==> config.mk <==
export PLATFORM = sky130hd
export DESIGN_NAME = fetch_pc_unit
export DESIGN_NICKNAME = d
export VERILOG_FILES = /design/src/rtl/mips_defs.sv /design/src/rtl/fetch_pc_unit_add.sv /design/src/rtl/fetch_pc_unit.sv
export SDC_FILE = /design/constraint.sdc
export NUM_CORES = 1
export LEC_CHECK = 0
export CAP_MARGIN = 20
export CELL_PAD_IN_SITES_DETAIL_PLACEMENT = 1
export CELL_PAD_IN_SITES_GLOBAL_PLACEMENT = 1
export CORE_MARGIN = 2
export CORE_UTILIZATION = 48
export CTS_CLUSTER_SIZE = 24
export DETAILED_ROUTE_END_ITERATION = 16
export DONT_BUFFER_PORTS = 1
export PLACE_DENSITY = 0.84
export SYNTH_ARGS = -nofsm -noshare
export SYNTH_HDL_FRONTEND = slang
export SYNTH_SLANG_ARGS = --single-unit
==> constraint.sdc <==
create_clock -name clk -period 22.7 [get_ports clk]
set_input_delay 4.54 -clock clk [delete_from_list [all_inputs] [get_ports clk]]
set_output_delay 4.54 -clock clk [all_outputs]
set_load 0.02 [all_outputs]
==> src/rtl/mips_defs.sv <==
`timescale 1ps/100fs
// Shared MIPS fetch-stage constants and the next-PC select encoding.
package mips_defs;
  localparam logic [31:0] DEF_RESET_PC = 32'h0000_0000;
  localparam logic [31:0] DEF_NOP_WORD = 32'h0000_0000;  // sll $0,$0,0
  localparam logic [31:0] PC_STEP      = 32'd4;

  typedef enum logic [1:0] {
    SEL_SEQ = 2'd0,
    SEL_BR  = 2'd1,
    SEL_J   = 2'd2,
    SEL_JR  = 2'd3
  } npc_sel_e;
endpackage

==> src/rtl/fetch_pc_unit_add.sv <==
`timescale 1ps/100fs
// Gate-level ripple-carry adder; carry-out is discarded (modulo 2^W).
module Add #(
  parameter int W = 32
) (
  input  logic [W-1:0] a,
  input  logic [W-1:0] b,
  output logic [W-1:0] sum
);
  logic [W-1:0] c;
  assign c[0] = 1'b0;

  for (genvar i = 0; i < W; i++) begin : g_bit
    assign sum[i] = a[i] ^ b[i] ^ c[i];
    if (i < W - 1) begin : g_carry
      assign c[i+1] = (a[i] & b[i]) | (c[i] & (a[i] ^ b[i]));
    end
  end
endmodule

==> src/rtl/fetch_pc_unit.sv <==
`timescale 1ps/100fs
// MIPS IF stage: program counter, next-PC selection and the IF/ID register.
module fetch_pc_unit
  import mips_defs::*;
#(
  parameter logic [31:0] RESET_PC = DEF_RESET_PC,
  parameter logic [31:0] NOP_WORD = DEF_NOP_WORD
) (
  input  logic        clk,
  input  logic        reset_n,
  input  logic        stall_i,
  input  logic        flush_i,
  input  logic        branch_taken_i,
  input  logic [31:0] branch_offset_i,
  input  logic        jump_i,
  input  logic [25:0] jump_index_i,
  input  logic        jr_i,
  input  logic [31:0] jr_addr_i,
  output logic [31:0] imem_addr_o,
  input  logic [31:0] imem_rdata_i,
  output logic [31:0] if_id_pc4_o,
  output logic [31:0] if_id_instr_o,
  output logic        if_id_valid_o,
  output logic [31:0] branch_target_o,
  output logic        misalign_o
);
  logic [31:0] pc, pc4, br_tgt, npc, off_sh;
  npc_sel_e    sel;

  assign off_sh = branch_offset_i << 2;

  Add #(.W(32)) u_pc4 (.a(pc),          .b(PC_STEP), .sum(pc4));
  Add #(.W(32)) u_br  (.a(if_id_pc4_o), .b(off_sh),  .sum(br_tgt));

  assign imem_addr_o     = pc;
  assign branch_target_o = br_tgt;

  always_comb begin
    sel = SEL_SEQ;
    if      (jr_i)           sel = SEL_JR;
    else if (jump_i)         sel = SEL_J;
    else if (branch_taken_i) sel = SEL_BR;
  end

  always_comb begin
    npc = pc4;
    case (sel)
      SEL_JR:  npc = jr_addr_i & ~32'd3;
      SEL_J:   npc = {if_id_pc4_o[31:28], jump_index_i, 2'b00};
      SEL_BR:  npc = br_tgt;
      default: npc = pc4;
    endcase
  end

  always_ff @(posedge clk or negedge reset_n) begin
    if (!reset_n) begin
      pc            <= RESET_PC;
      if_id_pc4_o   <= '0;
      if_id_instr_o <= NOP_WORD;
      if_id_valid_o <= 1'b0;
      misalign_o    <= 1'b0;
    end else begin
      misalign_o <= 1'b0;
      if (!stall_i) begin
        pc          <= npc;
        if_id_pc4_o <= pc4;
        // Any redirect squashes the wrong-path word fetched this cycle.
        if (sel == SEL_SEQ) begin
          if_id_instr_o <= imem_rdata_i;
          if_id_valid_o <= 1'b1;
        end else begin
          if_id_instr_o <= NOP_WORD;
          if_id_valid_o <= 1'b0;
        end
        misalign_o <= jr_i && (jr_addr_i[1:0] != 2'b00);
      end
      if (flush_i) begin
        if_id_instr_o <= NOP_WORD;
        if_id_valid_o <= 1'b0;
      end
    end
  end
endmodule

==> reports/qor.txt <==
DRC viols - 0
pwr/cell area - 91.86 mW/mm²
buffers and inverters on the worst path - 2
Crit Path Category - input port to primary output
GRT met2 Usage - 0.4293
FF-to-FF path depth - 34
Most Crowded Layer GR - met2
Crit. End Element - primary output
leakage power - 2.560 nW
Synth Flop Type - dfrtp_1
crit path DAT - 16,540 ps
Final min period - 21,080 ps
clock slew at reported path FFs - 70 ps
Most common cell on crit path - fa_1
fin util - 0.5156
RePlAce Congestion - 0.7919
worst path required time - 18,160 ps
internal reg-to-reg setup slack - 9690 ps
Fmax - 47.44 MHz
Final Cell Area - 0.005837 mm²
Critical R2R Launch - if_id_pc4_o[2]
IO Port Bufs - 0
actual slew at the worst max-slew pin - 1049 ps
HP Start - if_id_valid_o
Synthesis Warnings - 0
Num CTS Buffers - 9
final hold violations - 0
Clock Tree Root - clkbuf_16
Chip Height - 111.2 µm
Yosys cell types - 33
footprint of the multi-input gates - 0.002819 mm²
Slew Limit Fails - 0
Clock Path Buffers - 2
max_cap viols - 0
final antenna-violating net count - 0
Overflow after GRT - 0
CP max stage cell - xor3_1
Antenna diodes - 0
Initial Utilization - 0.4873
Placement Cell Area - 0.005495 mm²
first-pass GRT wire length - 24,030 µm
Hold Crit Depth - 1
WL/cell - 25.16 µm
Die Area - 0.01237 mm²
final setup vio count - 0
GRT met3 Usage - 0.08529
Post-Synth Simple-Gate Area - 0.1161
crit share post-route - 0.9286
Hold Crit Class - flop to flop
Routed Wire Length - 14,940 µm
met1 usage - 0.2857
RSZ-0062 raised after global routing - no
Hold Path Sink - if_id_valid_o
TritonCTS clock tree - yes
Worst R2R End - imem_addr_o[31]
Worst Path Max Fanout - 2
complex-gate fraction of the synthesized area - 0.1640
H-tree Lvls - 3
post-cts sizing count - 0
# hold bufs at CTS - 0
post-synthesis mux area share - 0.05716
Die Width - 111.2 µm
largest family of logic cells by synthesized area - adder cells
setup TNS - 0 ps
post-synthesis adder-cell area fraction - 0.1674
Post-synth ARST share - 1.000
fraction of layout cells with a size suffix above 1 - 0.1685
clk sink count - 98
area added between synthesis and finish - 5.806%
Mapped Area - 0.005517 mm²
Seq cells post-synth - 98
GR Util All Layers - 0.2452
Mapped Nets - 660
area of the core - 0.01132 mm²
number of setup buffers added after CTS - 0
1st-pass router iterations - 4
Max VDD drop - 50.79 µV
Layout Nets - 632
register area - 0.002452 mm²
vias in the first global route - 4,254
worst rel slew slack - 0.3001
EDFF count, synth - 0
XOR/XNOR Fraction of Synth Area - 0.005897
DP HPWL - 10,750 µm
row count - 39
num ports - 259
post-synthesis sequential area ratio - 0.4445
Syn Area/Cell - 11.64 µm²
Max stage delay on crit path - 590 ps
initial antenna violation count - 0
Layout fillers - 1,158
Setup crit start kind - input port
pin count of the biggest net entering global routing - 101
Clk Latency, worst-skew pair - 330 ps
Clock Skews - 9.841 ps
Post-Synthesis Cells - 474
CP delay by family, top - adder cells
vias per cell - 6.380
status - finished, final reports clean
routed via count - 3,790
first-iteration detailed-routing DRC count - 220
-- sequential cells by signal, indices dropped and copies added (netlist names) --
| register | flops |
|---|---|
| misalign_o | 1 |
| if_id_instr_o | 32 |
| if_id_pc4_o | 32 |
| imem_addr_o | 32 |
| if_id_valid_o | 1 |
-- metrics by stage --
step / power, mW / setup WS [ps] / hold WS [ps] / cells
after global routing: 0.5629 / 1286 / 676.9 / 594
after global placement: 0.3727 / 1836 / 611.8 / 576
final: 0.5361 / 1622 / 655.2 / 594
after CTS: 0.5417 / 1636 / 656.9 / 592
after detailed placement: 0.3811 / 1692 / 634.9 / 576
after floorplan: 0.3569 / 2476 / 502.0 / 474
-- metal layers --
layer  vias up  part of all wire
met5         -                 0
met2       192              0.53
met4         0             0.015
met3        17             0.086
li1       1660                 -
met1      1921              0.37
-- worst max-delay path by stage --
stage                                  start             endpoint  slack, ps  cells after the start
after floorplan           branch_offset_i[0]  branch_target_o[31]       2480                     32
after global placement    branch_offset_i[0]  branch_target_o[31]       1840                     32
after detailed placement  branch_offset_i[0]  branch_target_o[31]       1690                     32
after CTS                 branch_offset_i[0]  branch_target_o[31]       1640                     32
after global routing      branch_offset_i[0]  branch_target_o[31]       1290                     32
final                     branch_offset_i[0]  branch_target_o[31]       1620                     32
-- worst reg2reg max path: cells and delay by family (launching register included) --
| kind | cells | cell delay [ps] |
|---|---|---|
| AO/OA/AOI/OAI | 1 | 260 |
| XOR/XNOR | 1 | 590 |
| adder cells (fa/ha/maj) | 29 | 11340 |
| buffers and inverters | 2 | 130 |
| flip-flops | 1 | 480 |
| AND/OR/NAND/NOR | 1 | 130 |
-- cells in the final DEF, fill, tap and decap left out --
| cell type | synthesis | layout |
|---|---|---|
| dfrtp_1 | 98 | 98 |
| nand2_1 | 36 | 36 |
| a22o_1 | 34 | 34 |
| o22ai_1 | 31 | 31 |
| nand2b_1 | 29 | 29 |
| a21oi_1 | 29 | 29 |
| o31ai_1 | 29 | 29 |
| ha_1 | 29 | 29 |
| mux2_2 | 28 | 28 |
| fa_1 | 28 | 28 |
| or3b_2 | 27 | 27 |
| inv_1 | 10 | 10 |
| clkbuf_16 | 0 | 9 |
| o21ai_0 | 5 | 5 |
| nor2_1 | 4 | 3 |
| clkinv_4 | 0 | 3 |
| nor3_1 | 2 | 2 |
| inv_8 | 0 | 2 |
| buf_8 | 0 | 2 |
| xor3_1 | 1 | 1 |
| nor2_2 | 0 | 1 |
| or3_1 | 1 | 1 |
| nor3_4 | 1 | 1 |
| nand3b_1 | 1 | 1 |
| nor3b_1 | 1 | 1 |
| nor2b_1 | 1 | 1 |
| o31a_1 | 1 | 1 |
| a21o_1 | 1 | 1 |
| and2_1 | 1 | 1 |
| nand3_1 | 1 | 1 |
| or4_1 | 1 | 1 |
| a311oi_1 | 1 | 1 |
| xnor2_1 | 1 | 1 |
| bufinv_16 | 0 | 1 |
| clkinvlp_4 | 0 | 1 |
| buf_4 | 4 | 1 |
-- power by group --
group	leakage, nW	switching, mW	internal (mW)
logic	1.17	0.0784	0.0581
clock network	0.150	0.0711	0.0877
registers	1.24	0.0480	0.193
-- cell type report --
class,count,area share
Multi-Input combinational cell,324,0.4830
Sequential cell,98,0.4201
Clock buffer,9,0.03859
Tap cell,143,0.03065
Clock inverter,7,0.01479
Timing Repair Buffer,3,0.006431
Inverter,10,0.006431
-- cell usage after synthesis, drive strengths merged (3+ instances only) --
library cell	number	share of area
a21oi	29	0.026
a22o	34	0.054
buf	20	0.023
clkbuf	22	0.015
dfrtp	98	0.44
fa	28	0.10
ha	29	0.066
inv	10	0.0068
mux2	28	0.057
nand2	36	0.024
nand2b	29	0.033
nor2	4	0.0027
nor3	3	0.0048
o21ai	5	0.0045
o22ai	31	0.035
o31ai	29	0.039
or3b	27	0.043
-- cell families after synthesis --
family	Yosys count
adder cells (fa/ha/maj)	57
AND/OR/NAND/NOR	106
AO/OA/AOI/OAI	131
buffers and inverters	52
flip-flops	98
XOR/XNOR	2
multiplexers	28
Power figures use the tool's default switching activity.
